**src/rtl/sha_result_join.sv**
```systemverilog
// sha_result_join
//   Joins the SHA descriptor, the Keccak digest and the payload bypass stream
//   into one AXI-Stream packet. The first beat is a header
//   {zeros, digest[DIGEST_WIDTH-1:0], descriptor}. The payload beats follow
//   unchanged. Payloads longer than MAX_BEATS are cut at MAX_BEATS: tlast is
//   forced on the last kept beat, and the remaining input beats are dropped.
//
// Ports
//   clk, rst             single clock; asynchronous active-high reset
//   s_desc_*             descriptor stream (tdata/tvalid/tready)
//   s_sha_*              512-bit digest stream (tdata/tvalid/tready)
//   s_data_*             payload bypass stream (tdata/tkeep/tlast/tvalid/tready)
//   m_axis_*             joined output packet (tdata/tkeep/tlast/tvalid/tready)
//   pkt_cnt              packets that completed normally (wraps)
//   err_cnt              oversize packets that were truncated (saturates)
//
// Handshake: a beat moves on a rising edge when tvalid and tready are both
// high. Once tvalid is raised, the source holds tvalid and its data stable
// until that edge. This block raises a ready combinationally from a valid in
// two places only. The first is IDLE: the descriptor and digest are accepted
// together, and only when both are valid. The second is the PAYLOAD
// passthrough.

module sha_result_join #(
  parameter int DATA_WIDTH   = 512,
  parameter int DESC_WIDTH   = 128,
  parameter int DIGEST_WIDTH = 256,
  parameter int MAX_BEATS    = 64,
  localparam int KEEP_WIDTH  = DATA_WIDTH / 8
) (
  input  logic                  clk,
  input  logic                  rst,
  input  logic [DESC_WIDTH-1:0] s_desc_tdata,
  input  logic                  s_desc_tvalid,
  output logic                  s_desc_tready,
  input  logic [511:0]          s_sha_tdata,
  input  logic                  s_sha_tvalid,
  output logic                  s_sha_tready,
  input  logic [DATA_WIDTH-1:0] s_data_tdata,
  input  logic [KEEP_WIDTH-1:0] s_data_tkeep,
  input  logic                  s_data_tvalid,
  input  logic                  s_data_tlast,
  output logic                  s_data_tready,
  output logic [DATA_WIDTH-1:0] m_axis_tdata,
  output logic [KEEP_WIDTH-1:0] m_axis_tkeep,
  output logic                  m_axis_tvalid,
  output logic                  m_axis_tlast,
  input  logic                  m_axis_tready,
  output logic [31:0]           pkt_cnt,
  output logic [15:0]           err_cnt
);

  localparam int BCW   = $clog2(MAX_BEATS + 1);
  localparam int HDR_W = DESC_WIDTH + DIGEST_WIDTH;

  typedef enum logic [1:0] {
    ST_IDLE    = 2'd0,
    ST_HDR     = 2'd1,
    ST_PAYLOAD = 2'd2,
    ST_DRAIN   = 2'd3
  } state_e;

  state_e           state_q, state_d;
  logic [HDR_W-1:0] hdr_q, hdr_d;
  logic [BCW-1:0]   beat_cnt_q, beat_cnt_d;
  logic [31:0]      pkt_cnt_q, pkt_cnt_d;
  logic [15:0]      err_cnt_q, err_cnt_d;
  logic             both_valid;
  logic             at_max;

  // The digest bits above DIGEST_WIDTH never reach the header.
  generate
    if (DIGEST_WIDTH < 512) begin : g_sha_unused
      logic sha_hi_unused;
      assign sha_hi_unused = ^s_sha_tdata[511:DIGEST_WIDTH];
    end
  endgenerate

  always_comb begin
    both_valid    = s_desc_tvalid && s_sha_tvalid;
    // The beat currently offered would be the MAX_BEATS-th beat of the payload.
    at_max        = (beat_cnt_q == BCW'(MAX_BEATS - 1));

    s_desc_tready = 1'b0;
    s_sha_tready  = 1'b0;
    s_data_tready = 1'b0;
    m_axis_tvalid = 1'b0;
    m_axis_tdata  = '0;
    m_axis_tkeep  = '0;
    m_axis_tlast  = 1'b0;

    state_d       = state_q;
    hdr_d         = hdr_q;
    beat_cnt_d    = beat_cnt_q;
    pkt_cnt_d     = pkt_cnt_q;
    err_cnt_d     = err_cnt_q;

    unique case (state_q)
      ST_IDLE: begin
        // Accept the descriptor and digest together, and only when both are valid.
        // Gating with rst keeps both readies low for the whole reset.
        s_desc_tready = both_valid && !rst;
        s_sha_tready  = both_valid && !rst;
        if (both_valid) begin
          hdr_d   = {s_sha_tdata[DIGEST_WIDTH-1:0], s_desc_tdata};
          state_d = ST_HDR;
        end
      end
      ST_HDR: begin
        m_axis_tvalid = 1'b1;
        m_axis_tdata  = DATA_WIDTH'(hdr_q);
        m_axis_tkeep  = '1;
        if (m_axis_tready) begin
          beat_cnt_d = '0;
          state_d    = ST_PAYLOAD;
        end
      end
      ST_PAYLOAD: begin
        m_axis_tvalid = s_data_tvalid;
        s_data_tready = m_axis_tready;
        m_axis_tdata  = s_data_tdata;
        m_axis_tkeep  = s_data_tkeep;
        m_axis_tlast  = s_data_tlast || at_max;
        if (s_data_tvalid && m_axis_tready) begin
          beat_cnt_d = beat_cnt_q + 1'b1;
          if (s_data_tlast) begin
            pkt_cnt_d = pkt_cnt_q + 32'd1;
            state_d   = ST_IDLE;
          end else if (at_max) begin
            if (err_cnt_q != 16'hFFFF) err_cnt_d = err_cnt_q + 16'd1;
            state_d = ST_DRAIN;
          end
        end
      end
      ST_DRAIN: begin
        // Accept and drop the rest of the oversize payload, up to its tlast.
        s_data_tready = 1'b1;
        if (s_data_tvalid && s_data_tlast) state_d = ST_IDLE;
      end
      default: state_d = ST_IDLE;
    endcase
  end

  always_ff @(posedge clk or posedge rst) begin
    if (rst) begin
      state_q    <= ST_IDLE;
      hdr_q      <= '0;
      beat_cnt_q <= '0;
      pkt_cnt_q  <= '0;
      err_cnt_q  <= '0;
    end else begin
      state_q    <= state_d;
      hdr_q      <= hdr_d;
      beat_cnt_q <= beat_cnt_d;
      pkt_cnt_q  <= pkt_cnt_d;
      err_cnt_q  <= err_cnt_d;
    end
  end

  assign pkt_cnt = pkt_cnt_q;
  assign err_cnt = err_cnt_q;

endmodule
```
**config.mk**
```make
export PLATFORM = sky130hd
export DESIGN_NAME = sha_result_join
export DESIGN_NICKNAME = d
export VERILOG_FILES = /design/src/rtl/sha_result_join.sv
export SDC_FILE = /design/constraint.sdc
export NUM_CORES = 1
export LEC_CHECK = 0
export ABC_AREA = 1
export CORE_AREA = 2 2 728 730
export CTS_CLUSTER_SIZE = 28
export DETAILED_ROUTE_END_ITERATION = 16
export DIE_AREA = 0 0 730 732
export PLACE_DENSITY = 0.3
export SETUP_SLACK_MARGIN = 0.02
export SLEW_MARGIN = 20
export SYNTH_ARGS = -nofsm -noshare
export SYNTH_HDL_FRONTEND = slang
export SYNTH_SLANG_ARGS = --single-unit
```
**constraint.sdc**
```tcl
create_clock -name clk -period 14.15 [get_ports clk]
set_input_delay 2.1225 -clock clk [delete_from_list [all_inputs] [get_ports clk]]
set_output_delay 2.1225 -clock clk [all_outputs]
set_load 0.1 [all_outputs]
```
==> reports/results.tsv, run 1 <==
metric	value	unit
ys_warn_count	0	
post_synth_inst_count	2986	
num_vias	28560	
cts_buffer_depth	4	
combPwrFrac	68.4	%
status	completed	
synth.avg_cell_area	8.23	µm²
fmax	135	MHz
design_area	51200	µm²
dp.final_hpwl	289000	µm
numCtsBuffers	74	
post-cts-setup-buffer-count	0	
area_growth	108	%
rsz0062_at_grt	false	
peakVddDrop	0.000156	V
grt_pass1_vias	28882	
tritoncts	done	
min_path_cells	1	
root_buffer	clkbuf_16	
syn_nets	4217	
endpoint_kind	primary output	
routed_wl	325000	µm
io_buffers	1595	
synth_top_area_cell	dfrtp_1	
track_usage	11.7	%
viasPerCell	2.45	
die_w	730	µm
dieArea	534000	µm²
synth_seq_cells	441	
hold_viol	0	
h-tree-depth	3	
pwr-share-clk	14.6	%
fp.dieH	732	µm
place_inst	11408	
crit_arrival	5.28	ns
grt_max_degree	121	
period_minus_slack	7.40	ns
drtIter0Drc	1474	
netlist_area	24600	µm²
tightest_slew	1.23	ns
setup_viol	0	
antenna_left	0	
worstPathCellList	inv_1, ha_4, buf_12, buf_4, nand2_1, a21oi_1, clkdlybuf4s50_1	
firstDrtPassIters	5	
min_path_type	register to register	
instances_no_fill	11643	
cp_max_fo	102	
grt_pass1_wl	387000	µm
whs	0.503	ns
gp_congestion	0.827	
core-area	527000	µm²
post-route-period-util	52.3	%
cp_slowest_stage_delay	1.25	ns
rr_worst_depth	10	
powerDensity	256	nW/µm²
initial_core_util	4.66	%
ctsResizeCount	0	
yosysUniqueCellTypes	29	
critPathKind	register to primary output	
clock_sinks	441	
slew_viol_final	0	
slew_headroom	18.0	%
cap_viol_max_count	0	
required	12.03	ns
power_frac_seq	17.0	%
start_kind	register	
power_switching	8110	µW
p_sw_share	61.9	%
p_int	4990	µW
row_count	267	
io_pins	1852	
drive_gt1_share	14.7	%
clkLatencyLatePin	0.81	ns
grt-ovfl-total	0	
hold_buffers	0	
crit_slowest_cell	clkdlybuf4s50_1	
ys_seq_area_share	44.9	%
drc_errors	0	
wl_per_cell	27.9	µm
fin_tns_setup	0	ns
synthDominantCellAreaShare	44.9	%
placed_area	48500	µm²
synthTopCellsByArea	dfrtp_1 45%, mux2_2 18%, nand2_1 17%, a21oi_1 7.9%, inv_1 2.8%	
power.leakage	0.0184	µW
grt_antenna_before_repair	427	
clk_pin_slew_worst_paths	0.06	ns
finalNetCount	5721	
skew	0.0854	ns
[worst paths after layout]
path / start / to / slack [ns]
worst max register to register: state_q[0] / hdr_q[178] / 8.86
worst max-delay path: state_q[1] / m_axis_tdata[175] / 6.75
worst min register to register: hdr_q[5] / hdr_q[5] / 0.50
worst min-delay path: hdr_q[5] / hdr_q[5] / 0.50
min in group asynchronous: rst / hdr_q[140] / 1.84
max in group asynchronous: rst / pkt_cnt[9] / 9.43
[flip-flops by register name, summed over array words and instances (netlist names)]
name and cells:
hdr_q 384, pkt_cnt 32, err_cnt 16, beat_cnt_q 7, state_q 2
[power by group through the flow]
stage                     Sequential, µW  Clock, µW  Combinational [µW]
final                               2220       1920                8960
after global routing                2290       2040                9390
after CTS                           2240       2020                9200
after detailed placement            2260          0                9180
after global placement              2250          0                9190
after floorplan                     2080          0                6370
[final cells by class]
cell class                 count  area (µm²)
sequential                   441       11000
clock inverter                28         338
inverter                     184         702
multi-input combinational   2158       12000
fill                       61319      476000
timing repair buffer        1631       16100
antenna                      110         275
clock buffer                  97        2070
tap                         6994        8750
[layout by cell type, fill, tap and decap left out, drive strengths merged, types with 97 or more instances in the layout]
cell type / instances
a21oi: 386
buf: 141
clkbuf: 97
clkdlybuf4s50: 1490
dfrtp: 441
diode: 110
inv: 186
mux2: 384
nand2: 1083
nor2: 194
[worst max-delay path, delay by kind of cell, from the launching register on]
family                   cells  cell delay [ns]
AND/OR/NAND/NOR              1             0.23
flip-flops                   1             0.45
adder cells (fa/ha/maj)      1             0.61
buffers and inverters        4             2.47
AO/OA/AOI/OAI                1             0.55
[cells in the mapped netlist]
cell,number
a21oi_1,386
buf_1,9
buf_2,110
buf_4,2
buf_6,3
clkbuf_1,79
clkinv_1,1
dfrtp_1,441
ha_1,8
inv_1,183
mux2_2,384
nand2_1,1080
nand2_2,1
nand2_4,2
nand3_1,29
nand3_4,1
nand3b_1,5
nand4_1,24
nor2_1,181
nor2_2,8
nor2_4,4
nor2_8,1
nor3_1,3
o21ai_0,14
o21ai_4,1
o2bb2ai_1,1
or2_2,2
xnor2_1,12
xor2_1,11
[metrics by stage]
stage	utilization, %	setup slack (ns)	power (µW)
6_report	9.71	6.75	13100
2_1_floorplan	-	6.07	8450
3_3_place_gp	9.20	7.03	11400
4_1_cts	9.66	6.41	13500
3_5_place_dp	9.21	7.08	11400
5_1_grt	9.67	6.42	13700
[metal layers]
| layer | vias to the layer above | part of all wire (%) | global-route usage [%] |
|---|---|---|---|
| li1 | 12767 | - | - |
| met1 | 13179 | 32 | 10.5 |
| met2 | 1646 | 46 | 19.4 |
| met3 | 724 | 20 | 10.8 |
| met4 | 244 | 2.5 | 2.38 |
| met5 | - | 0.49 | 0 |
[cell families (layout without fill, tap and decap cells)]
kind of cell | count (synthesis) | in the layout | synth area share (%)
simple gates | 1341 | 1341 | 21.4
flops | 441 | 441 | 44.9
compound gates | 402 | 402 | 8.25
buf+inv | 387 | 1940 | 6.60
mux | 384 | 384 | 17.6
xor+xnor | 23 | 23 | 0.820
fa+ha+maj | 8 | 8 | 0.408
other cells | 0 | 110 | 0
Note: power is estimated with default switching activity, not from simulation.
==> run 2, diff against run 1 <==
Clock period 14.15 ns to 5.9 ns, I/O delays scaled along.
==> run 2 against run 1 <==
  * Non-clock buffer count increased by 37
  * Sequential share of layout area decreased by 0.059 points
  * Wire length increased by 0.13%
  * Cell count about the same
  * Clock skew decreased by 0.0056 ns
  * Final area increased by 0.27%
  * Die area unchanged
  * Via count about the same
  * Power increased by 140%
  * Largest power group unchanged
  * Highest routed layer unchanged
==> reports/results.tsv, run 2 (same netlist as run 1, synthesis figures left out) <==
metric	value	unit	change
drtIter0Drc	1393		was 1474
peakVddDrop	0.000433	V	was 0.000156 V
combPwrFrac	69.1	%	was 68.4%
slew_viol_final	0		unchanged
worstPathCellList	inv_1, ha_1, inv_8, buf_12, a21oi_1, clkdlybuf4s50_1		was inv_1, ha_4, buf_12, buf_4, nand2_1, a21oi_1, clkdlybuf4s50_1
critPathKind	register to primary output		unchanged
powerDensity	612	nW/µm²	was 256 nW/µm²
met2_usage	19.7	%	was 19.4%
placed_area	48900	µm²	was 48500 µm²
dp.final_hpwl	292000	µm	was 289000 µm
regToRegSetupSlack	2.91	ns	was 8.86 ns
cp_slowest_stage_delay	1.24	ns	was 1.25 ns
crit_buf_inv	4		unchanged
whs	0.504	ns	was 0.503 ns
rsz0062_at_grt	false		unchanged
grt_max_degree	123		was 121
multi_input_area	12000	µm²	unchanged
initial_core_util	4.66	%	unchanged
largest-register	hdr_q		unchanged
clkLatencyLatePin	0.81	ns	about the same
wl_per_cell	27.9	µm	about the same
skew	0.0798	ns	was 0.0854 ns
fp.dieH	732	µm	unchanged
seqCellArea	11000	µm²	unchanged
die_w	730	µm	unchanged
num-fill-cells	61221		was 61319
hold_viol	0		unchanged
row_count	267		unchanged
post-cts-setup-buffer-count	0		unchanged
status	completed		unchanged
h-tree-depth	3		unchanged
cp_top_family	buffers and inverters		unchanged
setup_viol	0		unchanged
pwr-share-clk	13.8	%	was 14.6%
min_path_cells	1		unchanged
cts_buffer_depth	4		unchanged
tightest_slew	1.15	ns	was 1.23 ns
grt_pass1_vias	28812		was 28882
rr_worst_depth	6		was 10
grt_pass1_wl	387000	µm	about the same
core-area	527000	µm²	unchanged
slew_headroom	23.0	%	was 18.0%
final_common_cell	clkdlybuf4s50_1		unchanged
use_met3	10.4	%	was 10.8%
area_growth	109	%	was 108%
cp_max_fo	58		was 102
gp_congestion	0.814		was 0.827
power_switching	19400	µW	was 8110 µW
place_ws	1.51	ns	was 7.08 ns
numCtsBuffers	73		was 74
io_pins	1852		unchanged
min_path_type	register to register		unchanged
post-route-period-util	86.4	%	
root_buffer	clkbuf_16		unchanged
final_cell_mix	1461 x clkdlybuf4s50_1, 1079 x nand2_1, 441 x dfrtp_1		was 1490 x clkdlybuf4s50_1, 1079 x nand2_1, 441 x dfrtp_1
r2r-start	state_q[0]		unchanged
fmax	196	MHz	
period_minus_slack	5.10	ns	
start_kind	register		unchanged
cp-startpoint	state_q[0]		was state_q[1]
drc_errors	0		unchanged
crit_slowest_cell	clkdlybuf4s50_1		unchanged
design_area	51300	µm²	was 51200 µm²
num_vias	28569		was 28560
grt-ovfl-total	0		unchanged
power_frac_seq	17.1	%	was 17.0%
drive_gt1_share	15.8	%	was 14.7%
busiest_layer	met2		unchanged
largest_reg_flops	384		unchanged
track_usage	11.7	%	about the same
power.leakage	0.0187	µW	was 0.0184 µW
grtUsageMet1	10.7	%	was 10.5%
routed_wl	325000	µm	about the same
r2r-end	hdr_q[381]		was hdr_q[178]
viasPerCell	2.45		about the same
tritoncts	done		unchanged
firstDrtPassIters	7		was 5
clock_sinks	441		unchanged
crit_arrival	4.21	ns	was 5.28 ns
p_int	12000	µW	was 4990 µW
total_power	31400	µW	was 13100 µW
dieArea	534000	µm²	unchanged
setup_ws	0.801	ns	was 6.75 ns
hold_buffers	0		unchanged
required	5.02	ns	was 12.03 ns
p_sw_share	61.8	%	was 61.9%
ctsResizeCount	0		unchanged
grt_antenna_before_repair	425		was 427
hold_end	hdr_q[305]		was hdr_q[5]
endpoint_kind	primary output		unchanged
finalNetCount	5757		was 5721
io_buffers	1595		unchanged
antenna_left	0		unchanged
cap_viol_max_count	0		unchanged
place_inst	11445		was 11408
clk_pin_slew_worst_paths	0.05	ns	was 0.06 ns
instances_no_fill	11641		was 11643
min-delay-start	hdr_q[305]		was hdr_q[5]
[run 2: cell count changes in the layout (fill, tap and decap cells not counted)]
cell	delta
clkdlybuf4s50_1	-29
buf_12	+13
buf_4	+58
clkbuf_8	-1
buf_2	-5
clkinvlp_4	-6
clkbuf_1	+7
bufinv_16	-4
diode_2	-35
[run 2: worst max-delay path by stage]
stage,cells past startpoint,slack (ns),end
floorplan,1,-0.94,beat_cnt_q[0]
global placement,7,1.49,m_axis_tdata[276]
detailed placement,8,1.51,m_axis_tdata[139]
CTS,8,0.65,m_axis_tdata[139]
global route,8,0.58,m_axis_tdata[139]
finish,6,0.80,m_axis_tdata[335]
[run 2: layout make-up]
type | count | share of cell area, %
sequential | 441 | 21.5
multi-input combinational | 2158 | 23.3
tap | 6994 | 17.1
antenna | 75 | 0.366
clock buffer | 103 | 4.05
clock inverter | 18 | 0.336
inverter | 184 | 1.37
timing repair buffer | 1668 | 32.0
[run 2: stage by stage]
step           utilization (%)  TNS [ns]
4_1_cts                   9.71         0
5_1_grt                   9.71         0
3_5_place_dp              9.28         0
6_report                  9.74         0
2_1_floorplan                -   -416.41
3_3_place_gp              9.28         0
[run 2: layer usage]
metal / vias to the layer above / wire length (µm)
met5: - / 1520
met4: 248 / 8130
met3: 740 / 61100
met2: 1652 / 149000
met1: 13143 / 105000
li1: 12786 / -
[run 2: power by group through the flow]
| stage | Sequential, µW | Clock (µW) | Combinational (µW) |
|---|---|---|---|
| finish | 5360 | 4330 | 21700 |
| global route | 5540 | 4640 | 22800 |
| CTS | 5420 | 4590 | 22300 |
| detailed placement | 5460 | 0 | 22200 |
| global placement | 5450 | 0 | 22300 |
| floorplan | 4990 | 0 | 15300 |
